--- src/rtl/pwm_pkg.sv ---
// Shared definitions for the PWM generator: FSM encodings and default widths.
package pwm_pkg;

    // Default width of the period/duty values and the tick counter.
    localparam int DEFAULT_CNT_WIDTH = 8;

    // Generator state. STOP finishes the current period before dropping to IDLE.
    typedef enum logic [1:0] {
        ST_IDLE = 2'd0,
        ST_RUN  = 2'd1,
        ST_STOP = 2'd2
    } pwm_state_e;

endpackage : pwm_pkg

--- src/rtl/pwm_gen_if.sv ---
// Configuration channel for pwm_gen: valid/ready transfer of period and duty.
interface pwm_gen_if
    import pwm_pkg::*;
#(
    parameter int CNT_WIDTH = DEFAULT_CNT_WIDTH
) ();

    logic                 cfg_valid;
    logic                 cfg_ready;
    logic [CNT_WIDTH-1:0] cfg_period;
    logic [CNT_WIDTH-1:0] cfg_duty;

    // The configuration source offers values and waits for ready.
    modport master (
        output cfg_valid,
        output cfg_period,
        output cfg_duty,
        input  cfg_ready
    );

    // The PWM generator accepts values when its shadow slot is free.
    modport slave (
        input  cfg_valid,
        input  cfg_period,
        input  cfg_duty,
        output cfg_ready
    );

endinterface : pwm_gen_if

--- src/rtl/pwm_gen_tick_edge_det.sv ---
// Rising-edge detector for a divider output that is already registered in clk.
// Emits a one-cycle pulse in the same cycle tick_in is first seen high.
module tick_edge_det (
    input  logic clk,
    input  logic rst_n,
    input  logic tick_in,
    output logic tick_pulse
);

    logic tick_prev_d;
    logic tick_prev_q;

    assign tick_prev_d = tick_in;

    // Remember last cycle's level of tick_in.
    // NOTE: sequential state uses non-blocking (<=) so every flop samples pre-edge values.
    always_ff @(posedge clk or negedge rst_n) begin
        if (!rst_n) begin
            tick_prev_q <= 1'b0;
        end else begin
            tick_prev_q <= tick_prev_d;
        end
    end

    assign tick_pulse = tick_in & ~tick_prev_q;

endmodule : tick_edge_det

--- src/rtl/pwm_gen.sv ---
// PWM generator clocked by clk, advanced by rising edges of the divider tick.
// Period and duty arrive through a one-deep shadow slot and are committed only
// while idle or at a period wrap, so a running waveform never glitches.
module pwm_gen
    import pwm_pkg::*;
#(
    parameter int CNT_WIDTH = DEFAULT_CNT_WIDTH
) (
    input  logic      clk,
    input  logic      rst_n,
    input  logic      tick_in,
    input  logic      enable,
    pwm_gen_if.slave  cfg,
    output logic      pwm_out,
    output logic      period_done,
    output logic      busy
);

    localparam logic [CNT_WIDTH-1:0] CNT_ONE = CNT_WIDTH'(1);

    logic tick;

    pwm_state_e           state_d,       state_q;
    logic [CNT_WIDTH-1:0] counter_d,     counter_q;
    logic [CNT_WIDTH-1:0] act_period_d,  act_period_q;
    logic [CNT_WIDTH-1:0] act_duty_d,    act_duty_q;
    logic [CNT_WIDTH-1:0] pend_period_d, pend_period_q;
    logic [CNT_WIDTH-1:0] pend_duty_d,   pend_duty_q;
    logic                 pend_valid_d,  pend_valid_q;
    logic                 pwm_out_d,     pwm_out_q;
    logic                 period_done_d, period_done_q;

    // Values that take effect if a commit happens this cycle.
    logic [CNT_WIDTH-1:0] eff_period;
    logic [CNT_WIDTH-1:0] eff_duty;
    logic [CNT_WIDTH-1:0] wrap_cnt;
    logic [CNT_WIDTH-1:0] cnt_inc;
    logic                 cfg_xfer;

    tick_edge_det u_tick_edge_det (
        .clk        (clk),
        .rst_n      (rst_n),
        .tick_in    (tick_in),
        .tick_pulse (tick)
    );

    assign eff_period = pend_valid_q ? pend_period_q : act_period_q;
    assign eff_duty   = pend_valid_q ? pend_duty_q   : act_duty_q;
    assign wrap_cnt   = act_period_q - CNT_ONE;
    assign cnt_inc    = counter_q + CNT_ONE;
    assign cfg_xfer   = cfg.cfg_valid && !pend_valid_q;

    // Next-state logic for the FSM, counter, shadow registers and outputs.
    // NOTE: every signal gets a default first so no path leaves a latch behind.
    always_comb begin
        state_d       = state_q;
        counter_d     = counter_q;
        act_period_d  = act_period_q;
        act_duty_d    = act_duty_q;
        pend_period_d = pend_period_q;
        pend_duty_d   = pend_duty_q;
        pend_valid_d  = pend_valid_q;
        pwm_out_d     = pwm_out_q;
        period_done_d = 1'b0;

        case (state_q)
            ST_IDLE: begin
                counter_d = '0;
                pwm_out_d = 1'b0;
                if (pend_valid_q) begin
                    act_period_d = pend_period_q;
                    act_duty_d   = pend_duty_q;
                    pend_valid_d = 1'b0;
                end
                // A zero period is not runnable; wait for a valid one.
                if (enable && (eff_period != '0)) begin
                    state_d   = ST_RUN;
                    pwm_out_d = (eff_duty != '0);
                end
            end

            ST_RUN, ST_STOP: begin
                // Enable may toggle freely until the wrap; STOP only differs there.
                state_d = enable ? ST_RUN : ST_STOP;
                if (tick) begin
                    if (counter_q == wrap_cnt) begin
                        counter_d     = '0;
                        period_done_d = 1'b1;
                        pwm_out_d     = (eff_duty != '0);
                        if (pend_valid_q) begin
                            act_period_d = pend_period_q;
                            act_duty_d   = pend_duty_q;
                            pend_valid_d = 1'b0;
                        end
                        if ((state_d == ST_STOP) || (eff_period == '0)) begin
                            state_d   = ST_IDLE;
                            pwm_out_d = 1'b0;
                        end
                    end else begin
                        counter_d = cnt_inc;
                        pwm_out_d = (cnt_inc < act_duty_q);
                    end
                end
            end

            default: begin
                state_d   = ST_IDLE;
                counter_d = '0;
                pwm_out_d = 1'b0;
            end
        endcase

        // Capture never coincides with a commit: the slot must be empty to accept.
        if (cfg_xfer) begin
            pend_period_d = cfg.cfg_period;
            pend_duty_d   = cfg.cfg_duty;
            pend_valid_d  = 1'b1;
        end
    end

    // State registers; reset discards any pending configuration.
    // NOTE: the shadow data is reset too, so a discarded slot never leaves X behind.
    always_ff @(posedge clk or negedge rst_n) begin
        if (!rst_n) begin
            state_q       <= ST_IDLE;
            counter_q     <= '0;
            act_period_q  <= '0;
            act_duty_q    <= '0;
            pend_period_q <= '0;
            pend_duty_q   <= '0;
            pend_valid_q  <= 1'b0;
            pwm_out_q     <= 1'b0;
            period_done_q <= 1'b0;
        end else begin
            state_q       <= state_d;
            counter_q     <= counter_d;
            act_period_q  <= act_period_d;
            act_duty_q    <= act_duty_d;
            pend_period_q <= pend_period_d;
            pend_duty_q   <= pend_duty_d;
            pend_valid_q  <= pend_valid_d;
            pwm_out_q     <= pwm_out_d;
            period_done_q <= period_done_d;
        end
    end

    assign cfg.cfg_ready = !pend_valid_q;
    assign pwm_out       = pwm_out_q;
    assign period_done   = period_done_q;
    assign busy          = (state_q != ST_IDLE);

endmodule : pwm_gen

--- src/flat_wrapper.sv ---
// flat-port wrapper written by rule: the top's interface ports become plain ports
module pwm_gen_flat import pwm_pkg::*;
#(
    parameter int CNT_WIDTH = DEFAULT_CNT_WIDTH
)
  (clk, rst_n, tick_in, enable, pwm_out, period_done, busy, cfg_cfg_valid, cfg_cfg_period, cfg_cfg_duty, cfg_cfg_ready);
  pwm_gen_if #(.CNT_WIDTH(CNT_WIDTH)) cfg_i ();
  input  logic clk;
  input  logic rst_n;
  input  logic tick_in;
  input  logic enable;
  output logic pwm_out;
  output logic period_done;
  output logic busy;
  input wire logic [$bits(cfg_i.cfg_valid)-1:0] cfg_cfg_valid;
  input wire logic [$bits(cfg_i.cfg_period)-1:0] cfg_cfg_period;
  input wire logic [$bits(cfg_i.cfg_duty)-1:0] cfg_cfg_duty;
  output wire logic [$bits(cfg_i.cfg_ready)-1:0] cfg_cfg_ready;
  assign cfg_i.cfg_valid = cfg_cfg_valid;
  assign cfg_i.cfg_period = cfg_cfg_period;
  assign cfg_i.cfg_duty = cfg_cfg_duty;
  assign cfg_cfg_ready = cfg_i.cfg_ready;
  pwm_gen #(.CNT_WIDTH(CNT_WIDTH)) u_core (.clk(clk), .rst_n(rst_n), .tick_in(tick_in), .enable(enable), .cfg(cfg_i), .pwm_out(pwm_out), .period_done(period_done), .busy(busy));
endmodule
--- config.mk ---
export PLATFORM = sky130hd
export DESIGN_NAME = pwm_gen_flat
export DESIGN_NICKNAME = d
export VERILOG_FILES = /design/src/rtl/pwm_pkg.sv /design/src/rtl/pwm_gen_if.sv /design/src/rtl/pwm_gen_tick_edge_det.sv /design/src/rtl/pwm_gen.sv /design/src/flat_wrapper.sv
export SDC_FILE = /design/constraint.sdc
export NUM_CORES = 1
export LEC_CHECK = 0
export CAP_MARGIN = 30
export CELL_PAD_IN_SITES_DETAIL_PLACEMENT = 1
export CELL_PAD_IN_SITES_GLOBAL_PLACEMENT = 1
export CORE_ASPECT_RATIO = 0.75
export CORE_MARGIN = 1
export CORE_UTILIZATION = 30
export CTS_CLUSTER_SIZE = 25
export DETAILED_ROUTE_END_ITERATION = 12
export GPL_TIMING_DRIVEN = 0
export PLACE_DENSITY_LB_ADDON = 0.1
export SYNTH_ARGS = -nofsm -noshare
export SYNTH_HDL_FRONTEND = slang
export SYNTH_HIERARCHICAL = 1
export SYNTH_SLANG_ARGS = --single-unit
--- constraint.sdc ---
create_clock -name clk -period 4.12 [get_ports clk]
set_input_delay 0.824 -clock clk [delete_from_list [all_inputs] [get_ports clk]]
set_output_delay 0.824 -clock clk [all_outputs]
set_load 0.03 [all_outputs]
==> impl_metrics.yaml <==
synthesis:
  synth-seq-area-share: 0.436
  synth_nets: 269
  ys_async_sr_fraction: 1.00
  synth_edf_count: 0
  avgSynthCellArea_um2: 11.1
  synth_cell_types: 48
  synth-seq-cells: 46
  ys_warn_count: 6
  synth_area_um2: 2640
  synth_cells: 237
  ys.flop_type: "dfrtp_1"
sta:
  setup_tns_ns: 0
  slew_violations: 0
  worst_pin_slew_ns: 0.606
  post-route-min-period_ns: 3.16
  finalHoldViolCount: 0
  period_share: 0.768
  rsz0062_at_grt: "false"
  setup_viol: 0
  skew_ns: 0.00448
  fmax_mhz: 316
  slew-limit-headroom: 0.593
global_route:
  groute.usage.overall: 0.145
  grt.overflow.total: 0
  antenna_found_initial: 0
  grt_max_degree: 30
  grt_pass1_vias: 1898
  grt_first_pass_wirelength_um: 10200
placed_design:
  port_buffers: 24
  hpwl_um: 4610
  place_area_um2: 3030
  place_congestion: 0.731
clock_tree:
  numCtsBuffers: 5
  cts_sinks: 46
  ctsResizeCount: 0
  postCtsSetupBuffers: 0
  path_clk_slew_ns: 0.06
  ctsHtreeMaxLevel: 2
  ctsRootBufferMaster: "clkbuf_16"
  holdBufCountCts: 0
  insertion_delay_ns: 0.29
  cts_tree: "yes"
  cts_max_path_buffers: 2
routing:
  routedWlPerCell_um: 15.8
  firstDrtPassIters: 4
  wirelength_um: 5980
  drt_iter0_markers: 62
  drc: 0
  avgViaCountPerCell: 4.91
  vias: 1857
  ant_nets: 0
floorplan:
  fp.dieW_um: 110
  core_um2: 8490
  die_area_um2: 9180
  die_h_um: 83.2
  ios: 25
  initial_core_util: 0.311
  rows: 29
power:
  power.leakage_nw: 1.35
  power.ir.vdd_worst_mv: 0.301
  power_density_nw_per_um2: 697
cells_and_area:
  area_growth_pct: 21.2
  num_antenna_cells: 0
  nNetsFinal: 301
  final_common_cell: "dfrtp_1"
  nFillCells: 941
  fin_area_um2: 3200
  final_cell_mix: "dfrtp_1 (46), clkdlybuf4s50_1 (23), inv_1 (22), mux2_2 (22)"
  layout-drive-gt1-share: 0.204
setup_path:
  critical_path.startpoint_type: "flip-flop"
  cp_data_arrival_time_ns: 3.39
  critPathMaxFanout: 6
  critPathKind: "reg2reg"
  critPathCaptureType: "flip-flop"
  required_ns: 4.34
worst_hold_path:
  hp-class: "in2async"
outcome:
  status: "complete, no violations"
run:
  maxCapViolations: 0
layout make-up:
cell class | instances | area [um2] | share of cell area
clock buffer | 5 | 125 | 0.0391
clock inverter | 3 | 43.8 | 0.0137
buffer | 11 | 58.8 | 0.0184
multi-input combinational | 158 | 1350 | 0.421
sequential | 46 | 1150 | 0.360
inverter | 22 | 82.6 | 0.0258
tap | 108 | 135 | 0.0423
timing repair buffer | 25 | 255 | 0.0798
flip-flops by register name, indices dropped and copies added (netlist names), 2 cells and up:
signal and cells:
u_core/act_duty_q 8, u_core/act_period_q 8, u_core/counter_q 8, u_core/pend_duty_q 8
u_core/pend_period_q 8, u_core/state_q 2
per-stage QoR:
stage	utilization	setup WS (ns)	std cells	hold slack (ns)	total power, W
after floorplan	-	1.63	237	0.479	0.00151
final	0.377	0.957	378	0.462	0.00223
after global routing	0.377	0.554	378	0.479	0.00240
after global placement	0.355	0.785	369	0.494	0.00177
after CTS	0.377	0.901	378	0.476	0.00226
after detailed placement	0.357	0.956	370	0.496	0.00179
cell usage after synthesis (3+ instances only):
cell type / instances / area (um2)
dfrtp_1: 46 / 1150
inv_1: 22 / 82.6
mux2_2: 22 / 248
ha_1: 11 / 138
nand2_1: 11 / 41.3
xnor2_1: 11 / 96.3
mux2_4: 10 / 150
o22ai_1: 9 / 56.3
and2_1: 7 / 43.8
a21oi_1: 6 / 30.0
clkbuf_1: 6 / 22.5
nand3_1: 6 / 30.0
nor2_1: 6 / 22.5
nor3_1: 5 / 25.0
xor2_1: 5 / 43.8
nor2b_1: 4 / 25.0
nor3b_1: 4 / 30.0
o21ai_0: 4 / 20.0
or4_1: 4 / 30.0
o21a_1: 3 / 22.5
power by group:
part	total [W]	leakage (nW)	internal (W)	switching [W]
logic	0.000938	0.707	0.000500	0.000438
clock network	0.000461	0.0842	0.000287	0.000174
registers	0.000829	0.564	0.000642	0.000187
total	0.00223	1.35	0.00143	0.000799
path summary, 6_finish.rpt:
kind	startpoint	endpoint	slack, ns	cells after the start
min in group clk	u_core/act_duty_q[1]	u_core/act_duty_q[1]	0.51	1
max in group asynchronous	rst_n	u_core/counter_q[1]	3.15	2
worst min register to register	u_core/act_duty_q[1]	u_core/act_duty_q[1]	0.51	1
worst max register to register	u_core/counter_q[0]	u_core/pwm_out	0.96	10
worst min-delay path	rst_n	u_core/pend_duty_q[0]	0.46	1
worst max-delay path	u_core/counter_q[0]	u_core/pwm_out	0.96	10
cell families after synthesis:
| logic type | count (synthesis) | synth area share |
|---|---|---|
| compound gates | 37 | 0.109 |
| simple gates | 60 | 0.138 |
| mux | 34 | 0.158 |
| xor+xnor | 16 | 0.0531 |
| buf+inv | 33 | 0.0536 |
| fa+ha+maj | 11 | 0.0522 |
| flops | 46 | 0.436 |
metal layers:
metal | wire [um] | track usage | up-vias | share of wire
li1 | - | - | 910 | -
met1 | 3280 | 0.221 | 923 | 0.55
met2 | 2500 | 0.206 | 19 | 0.42
met3 | 162 | 0.0330 | 5 | 0.027
met4 | 45 | 0.0323 | 0 | 0.0075
met5 | 0 | 0 | - | 0
worst max-delay path: stages (launching register included):
cell and delay [ns]:
dfrtp_1 0.53, ha_1 0.30, nand3_1 0.19, nor3_1 0.24
xnor2_1 0.15, ha_1 0.21, a2111oi_0 0.49, nor2b_1 0.19
o21ai_0 0.09, a2111oi_0 0.52, a221o_1 0.18
(Power assumes the default switching activity.)
